## src/rtl/display_mode_ctrl.sv

```systemverilog
// Display mode FSM: selects what the board display shows, issues time/alarm
// commit pulses and abandons an open edit after an idle timeout in 1 Hz ticks.
module display_mode_ctrl #(
  parameter int unsigned TIMEOUT_S = 10
) (
  input  logic       clk,
  input  logic       rst,
  input  logic       tick_1hz,
  input  logic       btn_set,
  input  logic       btn_alarm,
  input  logic       btn_adj,
  input  logic       sw_cal,
  input  logic       sw_wm,
  output logic       WM,
  output logic       enable,
  output logic       enable_A,
  output logic       switch,
  output logic [2:0] mode,
  output logic       load_time,
  output logic       load_alarm,
  output logic       edit_cancel
);

  typedef enum logic [2:0] {
    S_REAL      = 3'd0,
    S_CAL       = 3'd1,
    S_SET_TIME  = 3'd2,
    S_SET_ALARM = 3'd3,
    S_GAME      = 3'd4
  } state_t;

  // Timeout fires on the TIMEOUT_S-th idle tick, i.e. when the count before
  // that tick has reached TIMEOUT_S-1.
  localparam logic [7:0] LAST_IDLE = 8'(TIMEOUT_S - 1);

  state_t     state;
  state_t     nxt;
  state_t     home;
  logic       set_q;
  logic       alarm_q;
  logic       adj_q;
  logic       set_rise;
  logic       alarm_rise;
  logic       adj_rise;
  logic [7:0] idle_cnt;
  logic       in_edit;
  logic       nxt_edit;
  logic       timeout;
  logic       do_load_t;
  logic       do_load_a;
  logic       do_cancel;

  assign set_rise   = btn_set   & ~set_q;
  assign alarm_rise = btn_alarm & ~alarm_q;
  assign adj_rise   = btn_adj   & ~adj_q;

  always_comb begin
    nxt       = state;
    do_load_t = 1'b0;
    do_load_a = 1'b0;
    do_cancel = 1'b0;
    home      = sw_cal ? S_CAL : S_REAL;
    in_edit   = (state == S_SET_TIME) || (state == S_SET_ALARM);
    timeout   = in_edit && tick_1hz && !adj_rise && (idle_cnt == LAST_IDLE);

    if (sw_wm) begin
      nxt = S_GAME;
    end else begin
      case (state)
        S_GAME: nxt = S_REAL;
        S_REAL: begin
          if (set_rise)        nxt = S_SET_TIME;
          else if (alarm_rise) nxt = S_SET_ALARM;
          else if (sw_cal)     nxt = S_CAL;
        end
        S_CAL: begin
          if (set_rise)        nxt = S_SET_TIME;
          else if (alarm_rise) nxt = S_SET_ALARM;
          else if (!sw_cal)    nxt = S_REAL;
        end
        S_SET_TIME: begin
          if (set_rise) begin
            nxt       = home;
            do_load_t = 1'b1;
          end else if (timeout) begin
            nxt       = home;
            do_cancel = 1'b1;
          end
        end
        S_SET_ALARM: begin
          if (alarm_rise) begin
            nxt       = home;
            do_load_a = 1'b1;
          end else if (timeout) begin
            nxt       = home;
            do_cancel = 1'b1;
          end
        end
        default: nxt = S_REAL;
      endcase
    end

    nxt_edit = (nxt == S_SET_TIME) || (nxt == S_SET_ALARM);
  end

  always_ff @(posedge clk) begin
    if (rst) begin
      state       <= S_REAL;
      set_q       <= 1'b1;
      alarm_q     <= 1'b1;
      adj_q       <= 1'b1;
      idle_cnt    <= '0;
      WM          <= 1'b0;
      enable      <= 1'b0;
      enable_A    <= 1'b0;
      switch      <= 1'b0;
      mode        <= '0;
      load_time   <= 1'b0;
      load_alarm  <= 1'b0;
      edit_cancel <= 1'b0;
    end else begin
      state   <= nxt;
      set_q   <= btn_set;
      alarm_q <= btn_alarm;
      adj_q   <= btn_adj;

      // Counter only runs while staying inside an edit state; entering one
      // always starts from zero.
      if (!nxt_edit || (nxt != state) || adj_rise)
        idle_cnt <= '0;
      else if (tick_1hz && (idle_cnt != 8'hFF))
        idle_cnt <= idle_cnt + 8'd1;

      // Selects are registered from the next state so they track the state register.
      WM          <= (nxt == S_GAME);
      enable      <= (nxt == S_SET_TIME);
      enable_A    <= (nxt == S_SET_ALARM);
      switch      <= (nxt == S_CAL);
      mode        <= nxt;
      load_time   <= do_load_t;
      load_alarm  <= do_load_a;
      edit_cancel <= do_cancel;
    end
  end

endmodule

```

## config.mk

```make
export PLATFORM = sky130hd
export DESIGN_NAME = display_mode_ctrl
export DESIGN_NICKNAME = d
export VERILOG_FILES = /design/src/rtl/display_mode_ctrl.sv
export SDC_FILE = /design/constraint.sdc
export NUM_CORES = 1
export LEC_CHECK = 0
export CORE_ASPECT_RATIO = 1.5
export CORE_MARGIN = 1
export CORE_UTILIZATION = 45
export DETAILED_ROUTE_END_ITERATION = 16
export GPL_TIMING_DRIVEN = 1
export PLACE_DENSITY = 0.81
export SYNTH_ARGS = -nofsm -noshare
export SYNTH_HDL_FRONTEND = slang
export SYNTH_SLANG_ARGS = --single-unit
```

## constraint.sdc

```tcl
create_clock -name clk -period 2.1 [get_ports clk]
set_input_delay 0.42 -clock clk [delete_from_list [all_inputs] [get_ports clk]]
set_output_delay 0.42 -clock clk [all_outputs]
set_load 0.03 [all_outputs]
```

==> metrics.md <==
| Metric | Value |
|---|---|
| # diodes | 0 |
| Kind of critical path | reg2out |
| Setup Fix Bufs, Post-CTS | 0 |
| Levels on crit path | 1 |
| Drt pass-1 iters | 4 |
| MaxCap Viol Count | 0 |
| R2r setup slk | 0.30 ns |
| Unrepaired setup endpoints after global routing | false |
| Layout area overhead | 26.22% |
| GPL Wtd Cong | 0.7202 |
| Maximum number of pins on one net before global-route repair | 12 |
| CTS sink count | 21 |
| Final Hold Viols | 0 |
| Number of H-tree levels | 1 |
| Final #Nets | 132 |
| Worst R2R End | enable |
| Synthesized area | 944.7 sq um |
| Residual DRC count | 0 |
| Ys Warns | 0 |
| P per Cell Area | 560.8 nW/um^2 |
| IO Pins | 18 |
| Reg2reg start | idle_cnt[3] |
| CTS tree | yes |
| Measured slew at the worst slew-check pin | 0.4887 ns |
| Vias per cell | 5.711 |
| Period utilisation layout | 89.34% |
| Crit path max fanout | 6 |
| Netlist cell types | 38 |
| Total Die Area | 2290 sq um |
| Post-DR wirelength/cell | 12.86 um |
| Vias in the first global route | 768 |
| Run status | finished clean |
| Crit-path slowest cell | clkdlybuf4s50_1 |
| Later-pin clock latency in the skew report | 0.30 ns |
| Critical path endpoint category | output port |
| Die X | 39.41 um |
| Post-CTS sizing | 0 |
| GRT overflow | 0 |
| Pins Over Slew Limit | 0 |
| Hold slack | 0.5503 ns |
| Max clock buf depth | 2 |
| Family with the most delay on the worst path | buffers and inverters |
| FF+latch count, synth | 21 |
| Total track usage | 17.68% |
| Buffers plus inverters on the worst setup path | 1 |
| Syn_area_per_cell | 9.739 sq um |
| # rows | 19 |
| FMAX | 0.5330 GHz |
| Root Driver | clkbuf_4 |
| Syn Nets | 107 |
| Worst Min Path Start | idle_cnt[1] |
| Fin crit period | 1.876 ns |
| Reg2Reg Depth | 4 |
| Detail Placement HPWL | 1439 um |
| Post-Route WL | 1826 um |
| CP arrival | 1.46 ns |
| IO Port Bufs | 17 |
| Peak supply drop | 0.4921 mV |
| Initial antenna violation count | 0 |
| Setup crit end | mode[0] |
| Die Y | 58.12 um |
| Setup violations, final | 0 |
| Final ANT Viol Nets | 0 |
| Worst endpoint required time | 1.68 ns |
| Leakage | 0.3960 nW |
| Hold Buf Count CTS | 0 |
| Vias post-DR | 811 |
| Worst Hold Class | reg2reg |
| Core Region | 1902 sq um |
| Setup ws final | 0.2239 ns |
| Initial core utilization | 49.67% |
| 1st-iter DRT viols | 13 |
| Share of cells above drive strength 1 | 19.83% |
| DP Worst Slack | 0.04261 ns |
| CP startpoint | state[0] |
| Cells after Synth | 97 |
| First-pass GRT wire length | 2911 um |
| Startpoint types | flip-flop |
| Clock Skews | 0.004463 ns |
| Crit path cell chain | clkdlybuf4s50_1 |
| CTS Buf Count | 3 |
| Relative slew slack | 66.58% |
| Total power draw | 0.6687 mW |
| Clock Pin Slew Worst Setup and Hold Paths | 0.10 ns |
| Setup TNS Final | 0 ns |
| Sequential fraction of the synthesis area | 44.50% |
| Largest stage delay, worst path | 0.71 ns |
[power breakdown]
| group | leakage, nW | internal, mW | switching (mW) | total [mW] |
|---|---|---|---|---|
| combinational | 0.210 | 0.0415 | 0.0340 | 0.0755 |
| clock | 0.0150 | 0.0740 | 0.108 | 0.182 |
| sequential | 0.171 | 0.406 | 0.00490 | 0.411 |
| total | 0.396 | 0.521 | 0.147 | 0.669 |
[worst min-delay path by stage]
| stage | cells after the start | endpoint | slack [ns] |
|---|---|---|---|
| 2_1_floorplan | 1 | WM | 0.49 |
| 3_3_place_gp | 2 | idle_cnt[1] | 0.52 |
| 3_5_place_dp | 2 | load_alarm | 0.53 |
| 4_1_cts | 2 | idle_cnt[1] | 0.56 |
| 5_1_grt | 2 | idle_cnt[1] | 0.57 |
| 6_report | 2 | idle_cnt[1] | 0.55 |
[worst register-to-register path, delay by kind of cell (launching register included)]
kind               cells  cell delay, ns
AOI/OAI and AO/OA      2            0.60
and+or+nand+nor        2            0.69
DFF                    1            0.43
[kinds of logic after synthesis]
group | after synthesis | share of synthesized area (%)
AOI/OAI and AO/OA | 15 | 12.98
and+or+nand+nor | 49 | 32.72
adders and majority gates | 2 | 2.649
DFF | 21 | 44.50
xor gates and xnor gates | 5 | 4.636
buffers and inverters | 5 | 2.516
[registers in the layout, indices dropped and copies added (netlist names)]
name,flops
WM,1
adj_q,1
alarm_q,1
edit_cancel,1
enable,1
enable_A,1
idle_cnt,8
load_alarm,1
load_time,1
set_q,1
state,3
switch,1
[placed cells by master, fill, tap and decap left out, drive strengths merged, types with 2 or more instances in the layout]
cell type and count:
nand4 2, clkdlybuf4s50 17, nor3 4, dfxtp 21, nand3 3, or2 3, or2b 3, nand2 4
xnor2 5, nor2b 2, nor3b 3, a21oi 3, nor2 14, o41a 2, o211ai 2, clkbuf 4
or3 2, inv 3, and2b 2, nor4 3, buf 5, ha 2
[metrics by stage]
stage | instance area, sq um | std cells | util [%]
finish | 1192 | 142 | 62.70
global placement | 1166 | 138 | 61.32
detailed placement | 1166 | 138 | 61.32
floorplan | 944.7 | 97 | -
CTS | 1192 | 142 | 62.70
global route | 1192 | 142 | 62.70
[final cells by class]
class,count,area [sq um]
Sequential cell,21,420.4
Inverter,3,11.26
Multi-Input combinational cell,71,500.5
Tap cell,21,26.28
Timing Repair Buffer,22,207.7
Fill cell,171,709.4
Clock buffer,4,26.28
[Yosys cell counts]
cell | n | share of area, %
dfxtp_1 | 21 | 45
nor2_1 | 14 | 5.6
xnor2_1 | 5 | 4.6
nand2_1 | 4 | 1.6
nor3_1 | 4 | 2.1
a21oi_1 | 3 | 1.6
inv_1 | 3 | 1.2
or2_2 | 3 | 2.0
or2b_2 | 3 | 2.8
ha_1 | 2 | 2.6
nand3_1 | 2 | 1.1
nand4_1 | 2 | 1.3
nor2b_1 | 2 | 1.3
nor3b_2 | 2 | 2.6
nor4_1 | 2 | 1.3
o211ai_1 | 2 | 1.6
o41a_1 | 2 | 2.4
a2111oi_0 | 1 | 0.93
a211o_1 | 1 | 0.93
a211oi_1 | 1 | 0.79
a311oi_1 | 1 | 0.93
a31oi_1 | 1 | 0.66
a41oi_1 | 1 | 0.93
and2b_1 | 1 | 0.79
and2b_2 | 1 | 0.93
and3b_1 | 1 | 0.93
and4_2 | 1 | 1.1
buf_2 | 1 | 0.53
buf_4 | 1 | 0.79
nand3_2 | 1 | 1.1
nand4bb_1 | 1 | 1.2
nor3b_1 | 1 | 0.79
nor4_2 | 1 | 1.3
o21ba_2 | 1 | 1.1
o221a_2 | 1 | 1.2
or3_1 | 1 | 0.66
or3_2 | 1 | 0.79
or4b_4 | 1 | 1.5
[layer usage]
| metal | vias to the layer above | routed length [um] | track usage (%) |
|---|---|---|---|
| li1 | 399 | - | - |
| met1 | 385 | 716 | 16.67 |
| met2 | 22 | 1003 | 34.43 |
| met3 | 5 | 75 | 2.299 |
| met4 | 0 | 30 | 7.389 |
| met5 | - | 0 | 0 |
Power figures use the tool's default switching activity.
==> RTL edit 1: new RTL, config.mk and constraints unchanged <==
Make the reset (`rst`) asynchronous in one clocked block.
--- a/src/rtl/display_mode_ctrl.sv
+++ b/src/rtl/display_mode_ctrl.sv
@@ -105,3 +105,3 @@
 
-  always_ff @(posedge clk) begin
+  always_ff @(posedge clk or posedge rst) begin
     if (rst) begin
Formal check against the unedited RTL: differs if rst is asserted again (counterexample within 4 cycles, from zero or initial values and one cycle with rst high); with rst held inactive, the same outputs for 10 cycles.
==> RTL edit 1 against the original RTL <==
Critical path depth did not move. Sequential cell count is the same. Worst setup slack got worse by 38 ps. Wire length rose by 7.8%. Cell area up 8.2%. First-iteration DRC count increased by 31%. Clock skew fell by 3.3 ps. Synthesized area increased by 12%. Total power up 1.5%. Clock power about the same. Register-to-register slack better by 50 ps. Critical path type unchanged. Largest cell class is now sequential cells.
==> RTL edit 1: results (changes against the original RTL) <==
GRT
  – GRT Overall Usage: 17.2% (was 17.7%)
  – Vias in the first global route: 783 (was 768)
  – Largest net degree at the start of global routing: 22 (was 12)
  – First-pass GRT wire length: 3.35 mm (was 2.91 mm)
  – Total gr overflow: 0 (unchanged)

Run status
  – Status: finished clean (unchanged)

STA
  – Worst slew pin tran: 363 ps (was 489 ps)
  – Final clock skew: 1.21 ps (was 4.46 ps)

Synth
  – Synthesized Nets: 104 (was 107)
  – Post-synthesis cell type count: 40 (was 38)
  – Synth Flop Type: dfrtp_1 (was dfxtp_1)
  – Avg Cell Area, Syn: 11.3 um2 (was 9.74 um2)
  – Async S/R FF share, synth: 100% (was 0%)
  – Synth top area cells: dfrtp_1, dfstp_2, nor3_1 (was dfxtp_1, nor2_1, xnor2_1)
  – Seq/Total Area, Yosys: 49.9% (was 44.5%)

Worst setup path
  – Critical path peak fanout: 8 (was 6)
  – FF-to-FF Start: idle_cnt[0] (was idle_cnt[3])
  – Crit path DAT: 1490 ps (was 1460 ps)
  – Crit path launch: state[1] (was state[0])

Clock network
  – Cells resized by post-CTS repair: 0 (unchanged)
  – Clk buf depth: 2 (unchanged)
  – Htree depth: 1 (unchanged)

Power
  – Power Total: 0.000679 W (was 0.000669 W)
  – Top Consumer: registers (unchanged)
  – Switching Fraction: 22.8% (was 22.0%)
  – Clock power frac: 26.8% (was 27.3%)
  – Static Leak: 0.544 nW (was 0.396 nW)
  – Combinational power: 0.0000778 W (was 0.0000755 W)

Placed design
  – DP Wirelength: 1.58 mm (was 1.44 mm)
  – DP Area: 0.00126 mm2 (was 0.00117 mm2)
  – # placed instances: 134 (was 138)
  – DP Worst Slack: 116 ps (was 42.6 ps)

Cells and area
  – Top flop regs: idle_cnt: 8 flops, state: 3 flops (unchanged)
  – Layout cells sized above 1: 17.4% (was 19.8%)
  – Cell Count, Final, Fillers Out: 138 (was 142)

Drt
  – WL/cell: 14.3 um (was 12.9 um)
  – Via Count: 800 (was 811)
## RTL edit 1: cell count changes in the layout (fill, tap and decap cells not counted), sizes merged, moves of 3 or more
cell,before,now
dfxtp,21,0
dfrtp,0,18
nor2,14,4
nor3,4,9
and3,0,4
nand2b,0,4
xnor2,5,1
dfstp,0,3
nand4,2,5
nor4,3,0
or2b,3,0
xor2,0,3
## RTL edit 1: worst paths after layout
kind	slack, ps	endpoint	cells past startpoint
worst max-delay path	190	mode[1]	1
worst min-delay path	440	switch	3
worst max register to register	350	idle_cnt[1]	5
worst min register to register	670	idle_cnt[3]	2
max in group asynchronous	1390	alarm_q	3
min in group clk	560	adj_q	1
## RTL edit 1: cell families after synthesis
group | count (synthesis) | share of synthesized area (%)
multiplexers | 2 | 2.00
AO/OA/AOI/OAI | 14 | 11.0
flip-flops | 21 | 49.9
adder cells (fa/ha/maj) | 2 | 2.36
XOR/XNOR | 4 | 3.30
buffers and inverters | 6 | 2.83
AND/OR/NAND/NOR | 45 | 28.7
## RTL edit 1: worst reg2reg max path, delay by kind of cell (launching register included)
kind	cells	cell delay, ps
compound gates	1	320
fa+ha+maj	1	280
flops	1	450
mux	1	380
simple gates	2	240
## RTL edit 1: layout make-up
class                      instances  area (um2)  area share, %
sequential                        21         529           41.0
multi-input combinational         67         502           38.9
timing repair buffer              20         193           14.9
tap                               23        28.8           2.23
clock buffer                       4        26.3           2.04
inverter                           3        11.3          0.873
## RTL edit 1: layer usage
metal  vias up  wire (um)  GRT usage (%)  part of all wire [%]
li1        389          -              -                     -
met4         0         29           7.37                   1.5
met1       392        789           19.2                    40
met5         -          0              0                     0
met2        17       1100           33.3                    56
met3         2         50           1.76                   2.5
==> RTL edit 2: new RTL, same settings <==
Made on the original files. The parameter `TIMEOUT_S` goes from 10 to 8.
--- a/src/rtl/display_mode_ctrl.sv
+++ b/src/rtl/display_mode_ctrl.sv
@@ -3,3 +3,3 @@
 module display_mode_ctrl #(
-  parameter int unsigned TIMEOUT_S = 10
+  parameter int unsigned TIMEOUT_S = 8
 ) (
Formal check against the unedited RTL: no difference found for any inputs over 10 cycles, from zero or initial values and one cycle with rst high; that may be too few to reach the edited logic, so the function may still have changed.
==> RTL edit 2 against the original RTL <==
Wire length is 4.6% lower. Synthesized cell count is 2.1% lower. Cell area rose by 1.9%. Largest cell class unchanged. Sequential cell count is the same. Core utilization up 1.2 points. Worst setup slack gained 24 ps. Count of clock-buffer cells in the layout is the same. Synthesized area fell by 0.53%. Clock power up 4%. Total power is 0.46% higher. Worst hold slack lost 33 ps.
==> RTL edit 2: results (changes against the original RTL) <==
GRT
  – Vias in the first global route: 723 (was 768)
  – Met2 usage: 32.6% (was 34.4%)
  – First-pass GRT wire length: 3.02 mm (was 2.91 mm)

Synth
  – Synth top area cells: dfxtp_1, nor2_1, nor2b_1 (was dfxtp_1, nor2_1, xnor2_1)
  – Post-synthesis cell type count: 36 (was 38)
  – Post-Syn Instances: 95 (was 97)
  – Synth top cells by count: dfxtp_1, nor2_1, nor3_1 (was dfxtp_1, nor2_1, xnor2_1)
  – Seq/Total Area, Yosys: 44.7% (was 44.5%)
  – Synthesized Nets: 104 (was 107)

Run status
  – Status: finished clean (unchanged)

STA
  – Final clock skew: 3.32 ps (was 4.46 ps)
  – Slew HR: 73.3% (was 66.6%)

Drt
  – Via/cell ratio: 5.24 (was 5.71)
  – Post-Route M1 WL: 713 um (was 716 um)
  – WL met2: 972 um (was 1.00 mm)
  – Drt initial violations: 15 (was 13)

Placed design
  – # placed instances: 140 (was 138)
  – DP Worst Slack: -42.1 ps (was 42.6 ps)
  – Gpl congestion: 0.763 (was 0.720)
  – DP Wirelength: 1.42 mm (was 1.44 mm)

Power
  – Static Leak: 0.426 nW (was 0.396 nW)
  – Switching Fraction: 23.0% (was 22.0%)
  – Worst IR Drop VDD: 0.000398 V (was 0.000492 V)

Hold path
  – Worst hold stages: 1 (was 2)

Cells and area
  – Fillcell total: 176 (was 171)
-- RTL edit 2: layout make-up --
type | instances | area share, %
clock buffer | 4 | 2.16
inverter | 3 | 0.927
multi-input combinational | 71 | 41.8
sequential | 21 | 34.6
tap | 21 | 2.16
timing repair buffer | 24 | 18.3
-- RTL edit 2: cell families after synthesis --
logic type / Yosys count / share of synthesized area, %
adder cells (fa/ha/maj): 1 / 1.33
AND/OR/NAND/NOR: 51 / 32.2
flip-flops: 21 / 44.7
XOR/XNOR: 4 / 3.73
AO/OA/AOI/OAI: 14 / 15.7
buffers and inverters: 3 / 1.20
multiplexers: 1 / 1.07
-- RTL edit 2: final timing paths --
| check | from | endpoint | slack [ps] |
|---|---|---|---|
| setup reg to reg | idle_cnt[0] | idle_cnt[6] | 300 |
| hold / removal | state[0] | load_time | 520 |
| setup / recovery | state[1] | mode[1] | 250 |
| hold reg to reg | state[0] | load_time | 520 |
